## config.mk

```make
export PLATFORM = sky130hd
export DESIGN_NAME = fifo_wr_arb
export DESIGN_NICKNAME = d
export VERILOG_FILES = /design/src/rtl/fifo_arb_pkg.sv /design/src/rtl/rr_pick.sv /design/src/rtl/fifo_wr_arb.sv
export SDC_FILE = /design/constraint.sdc
export NUM_CORES = 1
export LEC_CHECK = 0
export ABC_AREA = 0
export ABC_CLOCK_PERIOD_IN_PS = 2900
export CAP_MARGIN = 10
export CORE_UTILIZATION = 29
export DETAILED_ROUTE_END_ITERATION = 6
export SLEW_MARGIN = 20
export SYNTH_ARGS = -nofsm -noshare
export SYNTH_HDL_FRONTEND = slang
export SYNTH_SLANG_ARGS = --single-unit
```

## constraint.sdc

```tcl
create_clock -name clk -period 2.9 [get_ports clk]
set_input_delay 0.58 -clock clk [delete_from_list [all_inputs] [get_ports clk]]
set_output_delay 0.58 -clock clk [all_outputs]
set_load 0.005 [all_outputs]
```

## src/rtl/fifo_arb_pkg.sv

```systemverilog
// Shared types and defaults for the round-robin FIFO write arbiter.
package fifo_arb_pkg;

   typedef enum logic [0:0] {
      StIdle = 1'b0,
      StXfer = 1'b1
   } arb_state_e;

   localparam int unsigned DefaultMaxBurst = 4;

endpackage

```

## src/rtl/rr_pick.sv

```systemverilog
// Combinational round-robin search: first set request at or after ptr_i, wrapping modulo N.
module rr_pick #(
   parameter int unsigned N = 4
) (
   input  logic [N-1:0]         req_i,
   input  logic [$clog2(N)-1:0] ptr_i,
   output logic [N-1:0]         pick_o,
   output logic                 any_o
);

   localparam int unsigned PtrW = $clog2(N);

   logic [PtrW:0] idx;

   always_comb begin
      pick_o = '0;
      any_o  = 1'b0;
      idx    = '0;
      for (int k = 0; k < N; k++) begin
         idx = {1'b0, ptr_i} + (PtrW + 1)'(k);
         if (idx >= (PtrW + 1)'(N)) idx = idx - (PtrW + 1)'(N);
         if (!any_o && req_i[idx[PtrW-1:0]]) begin
            pick_o[idx[PtrW-1:0]] = 1'b1;
            any_o                 = 1'b1;
         end
      end
   end

endmodule

```

## src/rtl/fifo_wr_arb.sv

```systemverilog
// Round-robin arbiter granting N_REQ producers bursts into one shared FIFO write port.
// Optional macro FIFO_WR_ARB_ASSERT_EN compiles in protocol assertions.
module fifo_wr_arb
   import fifo_arb_pkg::*;
#(
   parameter int unsigned N_REQ      = 4,
   parameter int unsigned DATA_WIDTH = 8,
   parameter int unsigned MAX_BURST  = DefaultMaxBurst
) (
   input  logic                          clk,
   input  logic                          reset_n,
   input  logic [N_REQ-1:0]              req_valid,
   input  logic [N_REQ*DATA_WIDTH-1:0]   req_data,
   input  logic [N_REQ-1:0]              req_last,
   output logic [N_REQ-1:0]              req_ready,
   input  logic                          fifo_full,
   output logic                          fifo_wr,
   output logic [DATA_WIDTH-1:0]         fifo_wdata,
   output logic [N_REQ-1:0]              grant,
   output logic                          busy
);

   localparam int unsigned PtrW  = $clog2(N_REQ);
   localparam int unsigned BeatW = $clog2(MAX_BURST + 1);

   arb_state_e       state_q;
   logic [N_REQ-1:0] grant_q;
   logic [PtrW-1:0]  rr_ptr_q;
   logic [BeatW-1:0] beat_cnt_q;

   logic [N_REQ-1:0]      pick;
   logic                  pick_any;
   logic                  owner_valid;
   logic                  owner_last;
   logic [DATA_WIDTH-1:0] owner_data;
   logic                  beat_xfer;
   logic                  last_beat;
   logic [PtrW-1:0]       next_ptr;

   rr_pick #(
      .N (N_REQ)
   ) u_rr_pick (
      .req_i  (req_valid),
      .ptr_i  (rr_ptr_q),
      .pick_o (pick),
      .any_o  (pick_any)
   );

   // grant_q is all-zero in idle, so the owner view collapses to zero there.
   always_comb begin
      owner_valid = |(req_valid & grant_q);
      owner_last  = |(req_last & grant_q);
      owner_data  = '0;
      next_ptr    = '0;
      for (int i = 0; i < N_REQ; i++) begin
         if (grant_q[i]) begin
            owner_data = owner_data | req_data[i*DATA_WIDTH +: DATA_WIDTH];
            next_ptr   = (i == N_REQ - 1) ? '0 : PtrW'(i + 1);
         end
      end
   end

   assign busy       = (state_q == StXfer);
   assign grant      = grant_q;
   assign beat_xfer  = busy & owner_valid & ~fifo_full;
   assign last_beat  = owner_last | ((beat_cnt_q + BeatW'(1)) == BeatW'(MAX_BURST));
   assign req_ready  = (busy && !fifo_full) ? grant_q : '0;
   assign fifo_wr    = beat_xfer;
   assign fifo_wdata = busy ? owner_data : '0;

   always_ff @(posedge clk or negedge reset_n) begin
      if (!reset_n) begin
         state_q    <= StIdle;
         grant_q    <= '0;
         rr_ptr_q   <= '0;
         beat_cnt_q <= '0;
      end else begin
         unique case (state_q)
            StIdle: begin
               if (pick_any) begin
                  state_q    <= StXfer;
                  grant_q    <= pick;
                  beat_cnt_q <= '0;
               end
            end
            StXfer: begin
               if (beat_xfer) begin
                  if (last_beat) begin
                     state_q    <= StIdle;
                     grant_q    <= '0;
                     beat_cnt_q <= '0;
                     rr_ptr_q   <= next_ptr;
                  end else begin
                     beat_cnt_q <= beat_cnt_q + BeatW'(1);
                  end
               end
            end
            default: begin
               state_q <= StIdle;
               grant_q <= '0;
            end
         endcase
      end
   end

`ifdef FIFO_WR_ARB_ASSERT_EN
   a_grant_onehot0: assert property (@(posedge clk) disable iff (!reset_n) $onehot0(grant_q));

   a_no_overflow: assert property (@(posedge clk) disable iff (!reset_n) !(fifo_wr && fifo_full));

   a_busy_grant: assert property (@(posedge clk) disable iff (!reset_n)
      busy == (grant_q != '0));

   // Producers are expected to hold a stalled word; a change here is suspicious, not fatal.
   a_data_stable: assert property (@(posedge clk) disable iff (!reset_n)
      (busy && owner_valid && fifo_full) |=> $stable(owner_data) || !$stable(grant_q))
      else $warning("owner data changed while stalled");
`endif

endmodule
```

Word-level counts from Yosys, hierarchy flattened
Cells that the tools add are included.
Storage, ports and cells
  register bits after elaboration: 10
  input port bits: 43
  output and inout port bits: 18
  logic and storage cells: 108
Cells by class
  $add $sub $neg: 8
  magnitude comparators: 12
  equal/unequal tests: 4
  multiplexer cells: 50
  bitwise gates (word level): 13
  reductions and logical operators: 17
Operator list (count)
  $mux W8: 5
  $mux W4: 8
  $or A8 B8 Y8: 3
  $mux W1: 16
  $mux W2: 7
  $lt A2 B3 Y1 const B: 4
  $or A4 B4 Y4: 3
  $ge A3 B3 Y1 const B: 3
  $mux W3: 3
  $and A4 B4 Y4: 2
  $bmux W1 S2: 4
  $demux W1 S2: 4
  $ge A2 B1 Y1 const B: 4
  $logic_and A1 B1 Y1: 8
  $pmux W4 S2: 1
  $reduce_or A4 Y1: 2
  $sub A2 B1 Y2 const B: 4
  $add A2 B2 Y3 const B: 2
  $pmux W3 S2: 1
  $reduce_and A3 Y1: 2
  $logic_not A1 Y1: 4
  $ne A2 B2 Y1 const B: 2
  $add A2 B1 Y3 const B: 1
  $add A3 B1 Y3 const B: 1
  8 further kinds: 10

Longest topological paths before layout
Gate-level depths: netlist (run 1).
  depth after elaboration: 16
  depth in mapped cells: 8
  depth with buffers taken out: 7

By module
From an unflattened synthesis (run 1), not the netlist that was laid out.
Second synthesis, totals
  cells, all modules: 148
  area, all modules: 1266.2 µm²
By module, submodules not included
  fifo_wr_arb: instances 1, cells an instance 86, area an instance 758.2 µm², seq. area each 250.2 µm²
  rr_pick: instances 1, cells an instance 62, area an instance 508.0 µm², seq. area each 0.0 µm²

Worst setup path after synthesis (run 1)
No wires, ideal clock.
  kind: reg-to-reg
  from: reg rr_ptr_q[1]
  to: reg grant_q[0], in the netlist grant[0]
  library setup time: 126 ps
  data arrival time: 1915 ps
  required time: 2774 ps
  setup slack: 859 ps
  stages on the path, launching flop included: 9
  path buffers: 1
  clock period less this slack: 2041 ps
  path through: dfrtp_1 buf_2 inv_1 ha_1 mux2_2 and2_2 a21oi_1 and3_1 o21ai_1
Between the ends
  cells in the longest elaborated chain, start to end: 16
  elaborated cells between the ends (all ways): 64
  classes of those cells: add/sub: 7; order compare: 12; eq/ne: 1; mux: 30; bitwise: 3; reduce/logical: 11
RTL lines
  start: declaration: RTL line fifo_wr_arb.sv:28  | logic [PtrW-1:0] rr_ptr_q;
  start signal: assignment: RTL line fifo_wr_arb.sv:92  | rr_ptr_q <= next_ptr;
  parallel branches: the longest is 16 deep, another holds $add A2 B1 Y3
  end signal: assignment: RTL line fifo_wr_arb.sv:82  | grant_q <= pick;
  end: declaration: RTL line fifo_wr_arb.sv:27  | logic [N_REQ-1:0] grant_q;
Several ways; the timed one is not identified. The select of a mux whose other input is x is not followed.
A chain may end at the register's enable or synchronous reset.

Worst setup path in the final report (run 1)
  from: in fifo_full
  to: out fifo_wr
Between the ends
  cells in the longest elaborated chain, start to end: 2
RTL lines
  start: declaration: RTL line fifo_wr_arb.sv:16  | input logic fifo_full,
  $not A1 Y1: RTL line fifo_wr_arb.sv:65  | assign beat_xfer = busy & owner_valid & ~fifo_full;
  $and A1 B1 Y1: RTL line fifo_wr_arb.sv:65
  end: declaration: RTL line fifo_wr_arb.sv:17  | output logic fifo_wr,
No other way between the ends.

==> results.yml, run 1 <==
detailed_routing:
  wl_mm: 3.84
  drc: 0
  initialDrtViolationCount: 60
  wl_per_cell_um: 15.5
  vias: 1337
  ant_nets: 0
  drt_pass1_iterations: 4
  vias_per_cell: 5.41
clocking:
  clkTransAtPathRegs_ns: 0.05
  cts_buffer_depth: 2
  ctsHoldBuffers: 0
  clk_latency_ns: 0.24
  cts_sinks: 10
  cts_max_level: 1
  cts_buffers: 3
  cts_root_buf: "clkbuf_8"
  cts_setup_buffers: 0
  post_cts_resized: 0
  cts_tree: "built"
layout:
  antenna_cells: 0
  area_growth_pct: 53.3
  fin_area_um2: 1880
  post-route-util_pct: 46.6
  drive_above_1_share_pct: 9.64
  fillCellCount: 408
  nets: 250
floorplan:
  core_area_um2: 4030
  start_util_pct: 30.4
  die_x_um: 67.0
  rows: 23
  die_h_um: 67.0
  fp.dieArea_um2: 4490
  ios: 61
run_status:
  status: "finished, final reports clean"
logic_synthesis:
  synthAdderAreaFrac_pct: 9.18
  ys.flop_type: "dfrtp_1"
  yosysWarnings: 0
  synthSimpleGateAreaFrac_pct: 15.4
  avgSynthCellArea_um2: 8.89
  muxShareOfSynthArea_pct: 8.98
  ys_seq_elements: 10
  synth_nets: 190
  synth_top_cell_area_share_pct: 20.4
  yosys-top-cells-area: "dfrtp_1 20%, a22oi_1 11%, ha_1 9.2%"
  synth_top_cell_by_area: "dfrtp_1"
  netlist_area_um2: 1230
  synth_edf_count: 0
  synth-compound-area-share_pct: 34.5
  synth_top_family_by_area: "compound AO/OA/AOI/OAI gates"
  yosysUniqueCellTypes: 44
  postSynthCellCount: 138
  synth-xor-area-share_pct: 0.714
  synth-async-reset-ratio_pct: 100
  yosysSeqAreaShare_pct: 20.4
timing:
  grt_setup_unrepaired: "false"
  drv_slew: 0
  finalSetupViolCount: 0
  holdWs_ns: 0.532
  finalSetupTns_ns: 0
  worst_pin_slew_ns: 0.553
  fin_crit_ns: 2.66
  hold_viol_final: 0
  fmax_mhz: 376
  period_share_pct: 91.8
  slew_headroom_pct: 63.1
  fin_skew_ns: 0.00230
power:
  comb_power_share_pct: 64.3
  clock_power_share_pct: 13.4
  vdd_ir_drop_max_mv: 0.345
  p_sw_share_pct: 40.4
  p_leak_nw: 0.718
  switching_power_uw: 525
  p_per_area_nw_per_um2: 692
  seq_power_share_pct: 22.3
  intPower_uw: 775
worst_setup_path:
  critPathKind: "input port to output port"
  cp_cell_sequence: "clkdlybuf4s50_1, and2b_1, a21boi_2, clkdlybuf4s50_1"
  crit_path_top_delay_cell: "clkdlybuf4s50_1"
  cp-end-kind: "output port"
  start_kind: "input port"
  worst_ep_arrival_time_ns: 2.08
  crit_top_cell: "clkdlybuf4s50_1"
  required_ns: 2.32
  critPathTopFamily: "buffers and inverters"
  rr_worst_depth: 7
  slowest_delay_ns: 0.55
  worstPathMaxFanout: 5
  path_buf_inv: 2
  crit_cells: 4
placed_design:
  place_congestion: 0.847
  portBuffers: 60
  dpl_cell_area_um2: 1820
  hpwl_mm: 3.00
global_route:
  grt_pass1_vias: 1270
  track_usage_pct: 17.6
  grt_max_degree: 16
  antenna_found_initial: 0
  overflow: 0
  grt_pass1_wl_mm: 5.99
min_path:
  whs_path_depth: 1
  hold_class: "register to register"
run:
  maxCapViolCount: 0
==> cell families (layout without fill, tap and decap cells) <==
| logic type | count (synthesis) | count (layout) |
|---|---|---|
| AO/OA/AOI/OAI | 60 | 60 |
| XOR/XNOR | 1 | 1 |
| adder cells (fa/ha/maj) | 9 | 9 |
| buffers and inverters | 16 | 75 |
| flip-flops | 10 | 10 |
| multiplexers | 9 | 9 |
| AND/OR/NAND/NOR | 33 | 33 |
==> layout by cell type (no fill, tap or decap), drive strengths merged, types with 4 or more instances in the layout <==
cell,instances
clkdlybuf4s50,60
a22oi,18
a21oi,13
dfrtp,10
ha,9
buf,7
mux2i,6
o21ai,6
nor2,5
nor3,4
nand3,4
o211ai,4
a32oi,4
nand2,4
clkbuf,4
and2,4
==> per-layer routing <==
| metal | track usage, % | routed length [um] |
|---|---|---|
| met5 | 0 | 0 |
| met4 | 5.85 | 36 |
| met3 | 2.74 | 132 |
| met2 | 29.9 | 1970 |
| met1 | 22.4 | 1700 |
==> per-stage QoR <==
step           power, mW  setup slack [ns]  std cells
3_5_place_dp        1.13             0.249        243
4_1_cts             1.31             0.236        247
3_3_place_gp        1.12             0.305        243
6_report            1.30             0.237        247
2_1_floorplan      0.788             0.859        138
5_1_grt             1.41             0.132        247
==> cells in the mapped netlist, types with 5 or more instances <==
cell type / count
a21oi_1: 13
a22oi_1: 18
buf_6: 5
dfrtp_1: 10
ha_1: 9
mux2i_1: 5
nor2_1: 5
==> final timing paths <==
check                                    from  slack (ns)            end
worst max-delay path                fifo_full        0.24        fifo_wr
worst min-delay path            beat_cnt_q[1]        0.53  beat_cnt_q[1]
worst max register to register    rr_ptr_q[1]        0.91       grant[2]
worst min register to register  beat_cnt_q[1]        0.53  beat_cnt_q[1]
max in group asynchronous             reset_n        1.95       grant[1]
min in group asynchronous             reset_n        0.65  beat_cnt_q[1]
==> registers in the layout (all words and copies together), names as in the netlist <==
register / count
busy: 1
rr_ptr_q: 2
grant: 4
beat_cnt_q: 3
==> final cells by class <==
cell class	instances	area (um2)	share of cell area, %
multi-input cells	112	843	44.9
flip-flops and latches	10	250	13.3
inverters	4	15.0	0.799
repair buffers	67	653	34.8
clock buffers	4	55.1	2.93
well taps	50	62.6	3.33
==> power groups by stage <==
stage | sequential (mW) | clock (mW) | combinational, mW
3_3_place_gp | 0.291 | 0 | 0.824
6_report | 0.290 | 0.174 | 0.836
5_1_grt | 0.304 | 0.186 | 0.924
3_5_place_dp | 0.294 | 0 | 0.839
4_1_cts | 0.293 | 0.178 | 0.841
2_1_floorplan | 0.235 | 0 | 0.552
No activity file was read; power rests on OpenSTA's default activity.
==> inputs of run 2 (changes only) <==
CORE_ASPECT_RATIO = 0.5   (was default)
==> run 2 against run 1 <==
- die area up 0.35%
- power grew 2.7%
- routed wire length fell by 1.1%
- register-to-register slack barely moved
- sequential share of layout area down 0.24 points
==> results.yml, run 2 (same netlist as run 1, synthesis figures left out) <==
worst_setup_path:
  startpoint: "fifo_full"
  r2r-start: "rr_ptr_q[1]"
  start_kind: "input port"
  cp-end-kind: "output port"
  critPathKind: "input port to output port"
  worstPathMaxFanout: 5
  required_ns: 2.32
  worst_ep_arrival_time_ns: 2.05
power:
  switching_power_uw: 537
  clock_power_share_pct: 13.1
  p_leak_nw: 0.739
  total_power_mw: 1.34
  intPower_uw: 799
  p_sw_share_pct: 40.2
  vdd_ir_drop_max_mv: 0.242
  seq_power_share_pct: 19.1
  comb_power_share_pct: 67.8
  p_per_area_nw_per_um2: 698
timing:
  fin_skew_ns: 0.000432
  finalSetupTns_ns: 0
  fmax_mhz: 380
  grt_setup_unrepaired: "false"
  worst_pin_slew_ns: 0.474
  period_share_pct: 90.7
  slew_headroom_pct: 68.3
  holdWs_ns: 0.520
  hold_viol_final: 0
  drv_slew: 0
  finalSetupViolCount: 0
  fin_crit_ns: 2.63
  setup_ws_ns: 0.268
clocking:
  cts_root_buf: "clkbuf_8"
  cts_max_level: 1
  post_cts_resized: 0
  cts_buffer_depth: 2
  cts_buffers: 3
  clkTransAtPathRegs_ns: 0.05
  clk_latency_ns: 0.23
  cts_tree: "built"
  cts_sinks: 10
  ctsHoldBuffers: 0
  cts_setup_buffers: 0
detailed_routing:
  initialDrtViolationCount: 34
  drt_pass1_iterations: 4
  wl_per_cell_um: 14.9
  ant_nets: 0
  wl_mm: 3.80
  drc: 0
  vias_per_cell: 5.12
  vias: 1305
global_route:
  track_usage_pct: 16.9
  grt_max_degree: 16
  grt_pass1_wl_mm: 5.85
  overflow: 0
  antenna_found_initial: 0
  grt_pass1_vias: 1214
run:
  maxCapViolCount: 0
placed_design:
  hpwl_mm: 2.95
  dp.cells: 251
  post-place-ws_ns: 0.271
  place_congestion: 0.792
  portBuffers: 60
floorplan:
  core_area_um2: 3980
  fp.dieArea_um2: 4510
  die_x_um: 94.0
  die_h_um: 48.0
  ios: 61
  rows: 16
  start_util_pct: 30.8
layout:
  fin_cells: 255
  antenna_cells: 0
  area_growth_pct: 56.1
  final_cell_mix: "60 x clkdlybuf4s50_1, 18 x a22oi_1, 13 x a21oi_1"
  nets: 254
  drive_above_1_share_pct: 11.4
  final_common_cell: "clkdlybuf4s50_1"
  largest_reg_flops: 4
run_status:
  status: "finished, final reports clean"
min_path:
  hold_path_startpoint: "beat_cnt_q[2]"
  hold_class: "register to register"
## run 2: final timing paths
kind / end / cells past startpoint / slack [ns]
setup / recovery: fifo_wr / 4 / 0.27
hold / removal: beat_cnt_q[2] / 1 / 0.52
setup reg to reg: grant[1] / 7 / 0.92
hold reg to reg: beat_cnt_q[2] / 1 / 0.52
max in group asynchronous: grant[0] / 1 / 1.91
min in group asynchronous: grant[1] / 1 / 0.67
## run 2: area by class of cell
cell class	instances	area (um2)
multi-input cells	112	843
inverters	4	15.0
flip-flops and latches	10	250
clock buffers	4	55.1
well taps	54	67.6
repair buffers	71	683
fillers	381	2070
## run 2: power by group through the flow
stage / clock, mW / combinational (mW) / sequential (mW)
floorplan: 0 / 0.552 / 0.235
global placement: 0 / 0.897 / 0.260
detailed placement: 0 / 0.902 / 0.256
CTS: 0.178 / 0.907 / 0.255
global route: 0.188 / 0.997 / 0.263
finish: 0.175 / 0.906 / 0.255
## run 2: metrics by stage
| step | cell area, um2 | utilization [%] |
|---|---|---|
| detailed placement | 1860 | 46.7 |
| global route | 1910 | 48.1 |
| floorplan | 1230 | - |
| CTS | 1910 | 48.1 |
| global placement | 1860 | 46.7 |
| finish | 1910 | 48.1 |
## run 2: layer usage
metal  share of wire, %  GRT usage [%]  wire length (um)  up-vias
li1                   -              -                 -      655
met1                 49           22.0              1850      624
met2                 48           30.7              1830       26
met3                3.0           3.02               115        0
met4                  0           2.77                 0        0
met5                  0              0                 0        -
## run 2: critical path, cell delays in order
cell             delay (ns)
clkdlybuf4s50_1        0.42
and2b_1                0.23
a21boi_2               0.27
clkdlybuf4s50_1        0.55
